--- config.mk ---
export PLATFORM = sky130hd
export DESIGN_NAME = serial_adder_flat
export DESIGN_NICKNAME = d
export VERILOG_FILES = /design/src/rtl/serial_adder_pkg.sv /design/src/rtl/serial_adder_if.sv /design/src/rtl/half_adder.sv /design/src/rtl/serial_adder_full_adder.sv /design/src/rtl/serial_adder.sv /design/src/flat_wrapper.sv
export SDC_FILE = /design/constraint.sdc
export NUM_CORES = 1
export LEC_CHECK = 0
export ABC_AREA = 0
export CAP_MARGIN = 10
export CORE_UTILIZATION = 50
export CTS_BUF_LIST = sky130_fd_sc_hd__clkbuf_8 sky130_fd_sc_hd__clkbuf_16
export CTS_CLUSTER_SIZE = 28
export DETAILED_ROUTE_END_ITERATION = 16
export PLACE_DENSITY = 0.76
export SLEW_MARGIN = 20
export SYNTH_ARGS = -nofsm -noshare
export SYNTH_HDL_FRONTEND = slang
export SYNTH_HIERARCHICAL = 1
export SYNTH_SLANG_ARGS = --single-unit
export TNS_END_PERCENT = 1
--- constraint.sdc ---
create_clock -name CLK -period 1.7 [get_ports CLK]
set_clock_uncertainty 0.1 [all_clocks]
set_input_delay 0.17 -clock CLK [delete_from_list [all_inputs] [get_ports CLK]]
set_output_delay 0.17 -clock CLK [all_outputs]
set_load 0.05 [all_outputs]
--- src/rtl/serial_adder_pkg.sv ---
// Shared definitions for the adder family: FSM encoding and default operand width.
package adder_pkg;

    localparam logic [1:0] ST_IDLE = 2'd0;
    localparam logic [1:0] ST_RUN  = 2'd1;
    localparam logic [1:0] ST_FIN  = 2'd2;

    localparam int ADD_WIDTH_DEF = 8;

    typedef enum logic [1:0] {
        S_IDLE = ST_IDLE,
        S_RUN  = ST_RUN,
        S_FIN  = ST_FIN
    } adder_state_e;

endpackage

--- src/rtl/serial_adder_if.sv ---
// Request/result bundle of the bit-serial adder, plus the FSM state for observation.
// Handshake: START is a request sampled only while BUSY=0; DONE is a one-cycle
// pulse meaning S/COUT were just updated and remain stable until the next DONE.
interface serial_adder_if #(
    parameter int WIDTH = 8
);
    logic             START;
    logic [WIDTH-1:0] A;
    logic [WIDTH-1:0] B;
    logic             CIN;
    logic             BUSY;
    logic             DONE;
    logic [WIDTH-1:0] S;
    logic             COUT;
    logic [1:0]       dbg_state;

    modport master (
        output START, A, B, CIN,
        input  BUSY, DONE, S, COUT, dbg_state
    );

    modport slave (
        input  START, A, B, CIN,
        output BUSY, DONE, S, COUT, dbg_state
    );
endinterface

--- src/rtl/half_adder.sv ---
// Single-bit half adder, the base cell of the adder family.
module half_adder (
    input  logic A,
    input  logic B,
    output logic S,
    output logic COUT
);
    assign S    = A ^ B;
    assign COUT = A & B;
endmodule

--- src/rtl/serial_adder_full_adder.sv ---
// Full adder composed from two half adders; carries can never both be set.
module full_adder (
    input  logic A,
    input  logic B,
    input  logic CIN,
    output logic S,
    output logic COUT
);
    logic s0;
    logic c0;
    logic c1;

    half_adder u_ha0 (
        .A    (A),
        .B    (B),
        .S    (s0),
        .COUT (c0)
    );

    half_adder u_ha1 (
        .A    (s0),
        .B    (CIN),
        .S    (S),
        .COUT (c1)
    );

    assign COUT = c0 | c1;
endmodule

--- src/rtl/serial_adder.sv ---
// Bit-serial WIDTH-bit adder: one operand bit pair per clock, LSB first,
// result registered on the last RUN edge and announced by a DONE pulse.
module serial_adder
    import adder_pkg::*;
#(
    parameter int WIDTH = ADD_WIDTH_DEF
) (
    input logic           CLK,
    input logic           RST_N,
    serial_adder_if.slave bus
);
    localparam int CW = (WIDTH > 1) ? $clog2(WIDTH) : 1;
    localparam logic [CW-1:0] CNT_LAST = CW'(WIDTH - 1);

    adder_state_e state;
    adder_state_e state_nxt;

    logic [WIDTH-1:0] a_sh;
    logic [WIDTH-1:0] b_sh;
    logic [WIDTH-1:0] sum_sh;
    logic             carry;
    logic [CW-1:0]    cnt;
    logic [WIDTH-1:0] s_q;
    logic             cout_q;

    logic fa_s;
    logic fa_cout;
    logic last_bit;

    full_adder u_fa (
        .A    (a_sh[0]),
        .B    (b_sh[0]),
        .CIN  (carry),
        .S    (fa_s),
        .COUT (fa_cout)
    );

    assign last_bit = (cnt == CNT_LAST);

    always_ff @(posedge CLK or negedge RST_N) begin
        if (!RST_N) begin
            state <= S_IDLE;
        end else begin
            state <= state_nxt;
        end
    end

    always_comb begin
        state_nxt = state;
        case (state)
            S_IDLE:  if (bus.START) state_nxt = S_RUN;
            S_RUN:   if (last_bit)  state_nxt = S_FIN;
            S_FIN:   state_nxt = S_IDLE;
            default: state_nxt = S_IDLE;
        endcase
    end

    // Operands are only captured in IDLE, so input activity while busy is inert.
    always_ff @(posedge CLK or negedge RST_N) begin
        if (!RST_N) begin
            a_sh   <= '0;
            b_sh   <= '0;
            sum_sh <= '0;
            carry  <= 1'b0;
            cnt    <= '0;
            s_q    <= '0;
            cout_q <= 1'b0;
        end else begin
            case (state)
                S_IDLE: begin
                    if (bus.START) begin
                        a_sh   <= bus.A;
                        b_sh   <= bus.B;
                        carry  <= bus.CIN;
                        sum_sh <= '0;
                        cnt    <= '0;
                    end
                end
                S_RUN: begin
                    a_sh   <= a_sh >> 1;
                    b_sh   <= b_sh >> 1;
                    carry  <= fa_cout;
                    sum_sh <= {fa_s, sum_sh[WIDTH-1:1]};
                    cnt    <= cnt + CW'(1);
                    // Publish straight from the adder so S never shows a partial sum.
                    if (last_bit) begin
                        s_q    <= {fa_s, sum_sh[WIDTH-1:1]};
                        cout_q <= fa_cout;
                    end
                end
                default: ;
            endcase
        end
    end

    assign bus.BUSY      = (state != S_IDLE);
    assign bus.DONE      = (state == S_FIN);
    assign bus.S         = s_q;
    assign bus.COUT      = cout_q;
    assign bus.dbg_state = state;

endmodule
--- src/flat_wrapper.sv ---
// flat-port wrapper written by rule: the top's interface ports become plain ports
module serial_adder_flat import adder_pkg::*;
#(
    parameter int WIDTH = ADD_WIDTH_DEF
)
  (CLK, RST_N, bus_START, bus_A, bus_B, bus_CIN, bus_BUSY, bus_DONE, bus_S, bus_COUT, bus_dbg_state);
  serial_adder_if #(.WIDTH(WIDTH)) bus_i ();
  input logic CLK;
  input logic RST_N;
  input wire logic [$bits(bus_i.START)-1:0] bus_START;
  input wire logic [$bits(bus_i.A)-1:0] bus_A;
  input wire logic [$bits(bus_i.B)-1:0] bus_B;
  input wire logic [$bits(bus_i.CIN)-1:0] bus_CIN;
  output wire logic [$bits(bus_i.BUSY)-1:0] bus_BUSY;
  output wire logic [$bits(bus_i.DONE)-1:0] bus_DONE;
  output wire logic [$bits(bus_i.S)-1:0] bus_S;
  output wire logic [$bits(bus_i.COUT)-1:0] bus_COUT;
  output wire logic [$bits(bus_i.dbg_state)-1:0] bus_dbg_state;
  assign bus_i.START = bus_START;
  assign bus_i.A = bus_A;
  assign bus_i.B = bus_B;
  assign bus_i.CIN = bus_CIN;
  assign bus_BUSY = bus_i.BUSY;
  assign bus_DONE = bus_i.DONE;
  assign bus_S = bus_i.S;
  assign bus_COUT = bus_i.COUT;
  assign bus_dbg_state = bus_i.dbg_state;
  serial_adder #(.WIDTH(WIDTH)) u_core (.CLK(CLK), .RST_N(RST_N), .bus(bus_i));
endmodule
==> results of run 1 <==
## state kept, by name (all words and copies together) (netlist names)
signal / count
u_core/bus.dbg_state: 2
u_core/b_sh: 8
u_core/sum_sh: 7
u_core/bus.COUT: 1
u_core/cnt: 3
u_core/carry: 1
u_core/a_sh: 8
u_core/bus.S: 8
## logic make-up after synthesis
kind of cell	synth area share
and+or+nand+nor	0.152
DFF	0.506
buffers and inverters	0.0859
AOI/OAI and AO/OA	0.151
muxes	0.0779
adders and majority gates	0.0266
## where the power goes
group	internal, W	total [W]	switching [W]	leakage [nW]
Sequential	0.00133	0.00161	0.000278	0.458
Clock	0.000326	0.000633	0.000307	0.0472
Combinational	0.00100	0.00220	0.00120	0.568
## worst paths after layout
kind | startpoint | endpoint | slack, ps | cells past startpoint
setup / recovery | u_core/bus.dbg_state[1] | bus_BUSY | 60 | 4
hold / removal | RST_N | u_core/bus.S[4] | 360 | 3
setup reg to reg | u_core/cnt[0] | u_core/bus.S[3] | 90 | 5
hold reg to reg | u_core/b_sh[7] | u_core/b_sh[7] | 410 | 1
max in group asynchronous | RST_N | u_core/bus.dbg_state[0] | 780 | 3
min in group CLK | u_core/b_sh[7] | u_core/b_sh[7] | 410 | 1
## critical path, cell delays in order, from the launching register on
cell	delay, ps
dfrtp_2	460
buf_4	210
nor2_4	180
inv_2	80
buf_12	150
## through the flow
stage | hold slack (ps) | std cells
CTS | 364 | 233
global placement | 135 | 224
detailed placement | 142 | 224
global route | 404 | 233
finish | 360 | 233
floorplan | -226 | 150
## cells in the final DEF (no fill, tap or decap)
master           count
dfrtp_1             36
clkdlybuf4s50_1     18
buf_4               18
inv_1               17
nor4b_1             13
nor3b_1             13
mux2_4               9
a211oi_2             9
a22o_1               9
clkbuf_8             6
buf_12               4
a211oi_1             4
ha_1                 4
inv_2                2
nor2b_1              2
a222oi_1             2
nand2_1              2
nand2b_1             2
dfrtp_2              2
clkinvlp_4           1
clkinv_2             1
dlygate4sd3_1        1
buf_2                1
nor2_4               1
nor2b_4              1
nand3b_1             1
o21bai_4             1
nor2b_2              1
or2_2                1
o221ai_1             1
a32o_1               1
a21oi_1              1
mux2_2               1
or2_1                1
## final cells by class
class,instances,area (µm²)
clock buffer,6,82.6
clock inverter,2,12.5
fill,273,1100
inverter,19,71.3
multi-input combinational,80,778
sequential,38,953
tap,46,57.6
timing repair buffer,42,410
## layer usage
layer / wire length [µm] / global-route usage / up-vias
met5: 0 / 0 / -
met3: 119 / 0.0380 / 5
met4: 34 / 0.0767 / 0
met1: 1580 / 0.262 / 651
met2: 1820 / 0.333 / 24
li1: - / - / 607
## timing repair
item	CTS	global route
endpoints found under the setup margin	1	2
resized for setup	2	1
hold buffers	1	0
hold endpoints to repair	38	0
==> out/metrics.yaml, run 1 <==
run_status:
  status: "completed"
die:
  die_x_um: 63.3
  rows: 21
  dieArea_um2: 4000
  die_height_um: 63.3
  core_area_um2: 3470
  initial_core_util: 0.541
  ios: 33
place:
  place.gp.congestion: 0.726
  pre_cts_ws_ps: -31.8
  numPortBuffers: 32
  dp_hpwl_um: 2410
  placed_cell_area_um2: 2250
power:
  total_power_w: 0.00444
  power_density_nw_per_um2: 1880
  vdd_drop_max_v: 0.000926
  p_leak_nw: 1.07
logic_synthesis:
  yosysUniqueCellTypes: 28
  ys_async_sr_fraction: 1.00
  synth_ff_type: "dfrtp_1"
  ys_warn_count: 6
  yosysMostFrequentCell: "dfrtp_1"
  yosys.area.top_type_share: 0.506
  syn_area_per_cell_um2: 12.5
  synthesis.nets: 174
  yosysTopAreaCell: "dfrtp_1"
  synth_common_cells: "dfrtp_1, inv_1, nor3b_1, nor4b_1"
  synth_edf_count: 0
  synth_area_um2: 1880
  ys_ff_latch: 38
  postSynthCellCount: 150
  ys_top_cells_by_area: "dfrtp_1, mux2_4, nor4b_1, a211oi_2, nor3b_1"
  ys_seq_area_frac: 0.506
finish:
  final_area_um2: 2370
  fin_util: 0.682
  area_growth_pct: 26.0
  drive_above_1_share: 0.316
  n_antenna_cell: 0
  nNetsFinal: 210
global_route:
  grt_max_degree: 39
  overflow: 0
  grt_pass1_wl_um: 6220
  grt_pass1_vias: 1356
  grtUsageTotal: 0.202
  antenna_found_initial: 0
critical_path:
  cp-start-kind: "register"
  cp-end-kind: "primary output"
  arrival_ps: 1370
  worstSetupPathType: "reg2out"
  critPathRequiredTime_ps: 1430
  crit_fanout: 17
timing:
  drv_slew: 0
  relSlewSlack: 0.500
  worst_pin_slew_ps: 748
  fin_crit_ps: 1640
  setup_slack_ps: 64.4
  finalSetupTns_ps: 0
  setup-violations-final: 0
  fmax_mhz: 611
  hold_viol: 0
  period_share: 0.962
  rsz0062_at_grt: "false"
cts:
  cts_buffers: 5
  cts.htree.levels: 2
  cts_tree: "built"
  cts_buffer_depth: 2
  clock_sinks: 38
  clkLatencyLatePin_ps: 290
  post-cts-setup-buffers: 0
  cts_root_buf: "clkbuf_8"
  clk_pin_slew_worst_paths_ps: 80
detailed_routing:
  drc: 0
  first_pass_iters: 4
  num_vias: 1287
  wl_per_cell_um: 15.3
  ant_nets: 0
  viasPerCell: 5.52
  detail_route.iter0.violations: 48
  drt_wl_total_um: 3550
flow_run:
  max_cap_violations: 0
hold_path:
  hold_path.class: "in2async"
Power figures use the tool's default switching activity.
==> inputs of run 2 (changes only) <==
CORE_ASPECT_RATIO = 0.6   (was not set)
==> run 2 against run 1 <==
Effect of this change: cell count decreased by 0.86%; non-clock buffer count decreased by 1; total power increased by 7.7%; sequential cell count unchanged; maximum frequency increased by 1.5%; critical path depth unchanged; routed wire length increased by 9.3%; clock power increased by 47%; hold slack got worse by 99 ps; critical endpoint is now u_core/bus.COUT; first-iteration DRC count increased by 52%; largest power group unchanged.
==> out/metrics.yaml, run 2 (synthesis gave the netlist of run 1 again) <==
timing:
  hold_viol: 0  # unchanged
  worst_pin_slew_ps: 752  # +4.05 ps
  setup-violations-final: 0  # unchanged
  fmax_mhz: 621  # +1.5%
  fin_crit_ps: 1610  # -24.4 ps
  relSlewSlack: 0.497  # -0.00270
  period_share: 0.948  # -0.0144
  rsz0062_at_grt: "false"
  drv_slew: 0  # unchanged
detailed_routing:
  wl_per_cell_um: 16.8  # +10%
  num_vias: 1316  # +2.3%
  first_pass_iters: 5  # +1
  viasPerCell: 5.70  # +3.1%
  detail_route.iter0.violations: 73  # +52%
  ant_nets: 0  # unchanged
  drc: 0  # unchanged
  drt_wl_total_um: 3890  # +9.3%
cts:
  clk_pin_slew_worst_paths_ps: 80  # about the same
  cts_buffer_depth: 2  # unchanged
  clock_sinks: 38  # unchanged
  cts.htree.levels: 2  # unchanged
  cts_buffers: 5  # unchanged
  clkLatencyLatePin_ps: 300  # about the same
  cts_root_buf: "clkbuf_8"
  post-cts-setup-buffers: 0  # unchanged
  cts_tree: "built"
power:
  power_density_nw_per_um2: 1970  # +5.1%
  vdd_drop_max_v: 0.00130  # +40%
  p_leak_nw: 1.10  # +2.6%
  total_power_w: 0.00478  # +7.7%
finish:
  layout_common_cells: "dfrtp_1, clkdlybuf4s50_1, inv_1, buf_4"
  n_antenna_cell: 0  # unchanged
  final_common_cell: "dfrtp_1"
  drive_above_1_share: 0.306  # -0.00906
  nNetsFinal: 209  # -0.48%
  area_growth_pct: 29.0
  final_area_um2: 2420  # +2.4%
critical_path:
  worstPathCellList: "ha_1 -> ha_1 -> or2_1 -> mux2_4"
  cp-end-kind: "register"
  arrival_ps: 1700  # +330 ps
  worstSetupPathType: "reg2reg"
  crit_top_cell: "ha_1"
  critPathMaxStageDelay_ps: 410  # -50 ps
  cp-start-kind: "register"
  cpMaxStageDelayCell: "dfrtp_1"
  critPathRequiredTime_ps: 1790  # +360 ps
  crit_fanout: 2  # -15
place:
  placed_cell_area_um2: 2270  # +0.72%
  place.gp.congestion: 0.748  # +3.0%
  numPortBuffers: 32  # unchanged
  dp_hpwl_um: 2630  # +9.4%
die:
  ios: 33  # unchanged
  die_height_um: 49.5  # -22%
  die_x_um: 81.1  # +28%
  rows: 16  # -24%
  core_area_um2: 3420  # -1.3%
  initial_core_util: 0.549  # +0.00712
  dieArea_um2: 4010  # +0.21%
global_route:
  grt_pass1_vias: 1391  # +2.6%
  overflow: 0  # unchanged
  grtUsageTotal: 0.228  # +0.0262
  grt_pass1_wl_um: 6660  # +7.1%
  grt_max_degree: 27  # -31%
  antenna_found_initial: 0  # unchanged
hold_path:
  hold_path.class: "in2async"
flow_run:
  max_cap_violations: 0  # unchanged
run_status:
  status: "completed"
-- run 2: cell count changes in the layout (fill, tap and decap cells not counted), sizes merged --
cell	delta
buf	-1
bufinv	+2
clkbuf	-1
clkinvlp	-1
-- run 2: per-stage QoR --
step	util	TNS [ps]	hold slack (ps)	setup WS, ps	std cells
final	0.708	0	261	88.9	231
after global routing	0.708	0	295	8.30	231
after CTS	0.707	0	277	3.32	231
after detailed placement	0.663	-20.3	67.4	-14.7	222
after global placement	0.663	0	50.4	33.7	222
after floorplan	-	0	-226	42.7	150
-- run 2: what timing repair did --
item / in CTS / in global routing
hold buffers: 1 / 0
endpoints found under the hold margin: 20 / 0
gates resized for setup: 1 / 1
setup endpoints to repair: 1 / 1
-- run 2: where the power goes --
part           switching [W]  internal, W
Clock               0.000343     0.000588
Sequential          0.000283      0.00133
Combinational        0.00122      0.00102
-- run 2: cell type report --
type | count | area [µm²]
Inverter | 19 | 71.3
Sequential cell | 38 | 952
Clock buffer | 5 | 68.8
Timing Repair Buffer | 41 | 428
Clock inverter | 3 | 68.8
Fill cell | 240 | 1000
Tap cell | 45 | 56.3
Multi-Input combinational cell | 80 | 778
-- run 2: worst max-delay path: cells and delay by family (launching register included) --
| kind | cells | cell delay, ps |
|---|---|---|
| adder cells (fa/ha/maj) | 2 | 480 |
| flip-flops | 1 | 410 |
| multiplexers | 1 | 270 |
| AND/OR/NAND/NOR | 1 | 250 |
-- run 2: final timing paths --
check / start / end / cells after the start / slack (ps)
worst max-delay path: u_core/b_sh[0] / u_core/bus.COUT / 4 / 90
worst min-delay path: RST_N / u_core/sum_sh[3] / 2 / 260
worst max register to register: u_core/b_sh[0] / u_core/bus.COUT / 4 / 90
worst min register to register: u_core/a_sh[7] / u_core/a_sh[7] / 2 / 400
max in group asynchronous: RST_N / u_core/bus.dbg_state[1] / 3 / 760
min in group CLK: bus_CIN / u_core/carry / 3 / 390
-- run 2: layer usage --
layer / wire, µm / GRT usage
met1: 1840 / 0.307
met5: 0 / 0
met2: 1840 / 0.347
met4: 59 / 0.0923
met3: 148 / 0.0630
==> inputs of run 3 (changes only) <==
CORE_ASPECT_RATIO = 0.5   (was 0.6)
CORE_UTILIZATION = 47   (was 50)
PLACE_DENSITY = 0.75   (was 0.76)
clock period = 1.3 ns   (was 1.7 ns; I/O delays follow)
==> run 3 against run 2 <==
Effect of this change: the run now ends with negative setup slack left; cell count rose by 6.9%; total power rose by 39%; global-route usage fell by 3.0 points; non-clock buffer count rose by 10; core utilization rose by 4.7 points; critical endpoint unchanged; hold slack got worse by 9.9 ps; sequential share of layout area fell by 4.4 points; largest power group unchanged; routed wire length fell by 0.31%; via count did not move; setup slack got worse by 350 ps; critical path depth did not move; sequential cell count did not move.
==> out/metrics.yaml, run 3 (synthesis gave the netlist of run 1 again) <==
detailed_routing:
  drt_wl_total_um: 3870  # -0.31%
  detail_route.iter0.violations: 115  # +58%
  wl_per_cell_um: 15.7  # -6.8%
  ant_nets: 0  # unchanged
  drc: 0  # unchanged
  num_vias: 1316  # unchanged
  viasPerCell: 5.33  # -6.5%
  first_pass_iters: 4  # -1
critical_path:
  rrSetupSlack_ps: -260  # -350 ps
  arrival_ps: 1640  # -60 ps
  crit_fanout: 2  # unchanged
  worstSetupPathType: "reg2reg"
  critPathRequiredTime_ps: 1380  # -410 ps
  cp-start-kind: "register"
  cp-end-kind: "register"
die:
  ios: 33  # unchanged
  rows: 15  # -1
  dieArea_um2: 4270  # +6.3%
  initial_core_util: 0.518  # -0.0301
  die_x_um: 91.4  # +13%
  core_area_um2: 3620  # +5.8%
  die_height_um: 46.7  # -5.6%
global_route:
  antenna_found_initial: 0  # unchanged
  overflow: 0  # unchanged
  grt_pass1_wl_um: 6290  # -5.6%
  grt_pass1_vias: 1373  # -1.3%
  grtUsageTotal: 0.198  # -0.0304
  grt_max_degree: 39  # +44%
cts:
  cts_tree: "built"
  clkLatencyLatePin_ps: 290  # about the same
  cts.htree.levels: 2  # unchanged
  clock_sinks: 38  # unchanged
  cts_buffers: 5  # unchanged
  cts_root_buf: "clkbuf_8"
  cts_buffer_depth: 2  # unchanged
  clk_pin_slew_worst_paths_ps: 70  # about the same
  post-cts-setup-buffers: 0  # unchanged
finish:
  final_area_um2: 2730  # +13%
  multiInputGateArea_um2: 898  # +15%
  fin_util: 0.755  # +0.0468
  regArea_um2: 953  # +0.13%
  n_antenna_cell: 0  # unchanged
  final_common_cell: "dfrtp_1"
  area_growth_pct: 45.6
  layout_common_cells: "dfrtp_1, inv_1, clkdlybuf4s50_1, buf_12"
  nFillCells: 217  # -9.6%
  drive_above_1_share: 0.439  # +0.132
  nNetsFinal: 219  # +4.8%
place:
  numPortBuffers: 32  # unchanged
  place.gp.congestion: 0.737  # -1.4%
  dp_hpwl_um: 2520  # -4.2%
  placed_cell_area_um2: 2500  # +10%
timing:
  setup_slack_ps: -262  # -351 ps
  worst_pin_slew_ps: 386  # -366 ps
  hold_viol: 0  # unchanged
  period_share: 1.20  # +0.254
  relSlewSlack: 0.742  # +0.244
  hold-worst-slack_ps: 251  # -9.88 ps
  finalSetupTns_ps: -3060  # -3060 ps
  rsz0062_at_grt: "true"
  drv_slew: 0  # unchanged
  fmax_mhz: 640  # +3.2%
  fin_crit_ps: 1560  # -49.5 ps
  setup-violations-final: 25  # +25
run_status:
  status: "finished with violations"
  violations: "negative setup slack"
power:
  power_density_nw_per_um2: 2430  # +23%
  p_leak_nw: 1.21  # +9.8%
  total_power_w: 0.00664  # +39%
  vdd_drop_max_v: 0.00144  # +11%
hold_path:
  hold_path.class: "in2async"
flow_run:
  max_cap_violations: 0  # unchanged
run 3: cell type report:
cell class,instances,share of cell area
Tap cell,51,0.0233
Clock buffer,6,0.0302
Clock inverter,2,0.00320
Sequential cell,38,0.349
Inverter,19,0.0261
Timing Repair Buffer,51,0.240
Multi-Input combinational cell,80,0.329
run 3: final timing paths:
path / start / endpoint / cells past startpoint
hold / removal: RST_N / u_core/bus.S[6] / 3
setup reg to reg: u_core/b_sh[0] / u_core/bus.COUT / 4
max in group asynchronous: RST_N / u_core/bus.dbg_state[1] / 3
min in group CLK: bus_A[7] / u_core/a_sh[7] / 3
hold reg to reg: u_core/a_sh[7] / u_core/a_sh[7] / 2
setup / recovery: u_core/b_sh[0] / u_core/bus.COUT / 4
run 3: what timing repair did:
| action | CTS | global route |
|---|---|---|
| endpoints found under the setup margin | 37 | 37 |
| hold buffers | 1 | 0 |
| pin swaps | 2 | 9 |
| endpoints found under the hold margin | 38 | 0 |
| gates resized for setup | 15 | 9 |
run 3: metal layers:
layer,up-vias,track usage,share of wire
li1,630,-,-
met1,660,0.253,0.49
met2,21,0.337,0.47
met3,5,0.0528,0.035
met4,0,0.0730,0.011
met5,-,0,0
run 3: worst max-delay path, cell delays in order, from the launching register on:
cell and delay, ps:
dfrtp_1 390, ha_1 300, ha_2 170, or2_1 220
mux2_4 270
run 3: where the power goes:
part | leakage [nW] | switching, W | internal, W | total [W]
logic | 0.699 | 0.00171 | 0.00193 | 0.00363
clock network | 0.0524 | 0.000400 | 0.000420 | 0.000820
registers | 0.458 | 0.000446 | 0.00174 | 0.00218
total | 1.21 | 0.00255 | 0.00408 | 0.00664
run 3: stage by stage:
step | worst slack [ps] | instances
finish | -262 | 247
global route | -300 | 247
CTS | -264 | 247
detailed placement | -273 | 238
global placement | -239 | 238
floorplan | -191 | 150
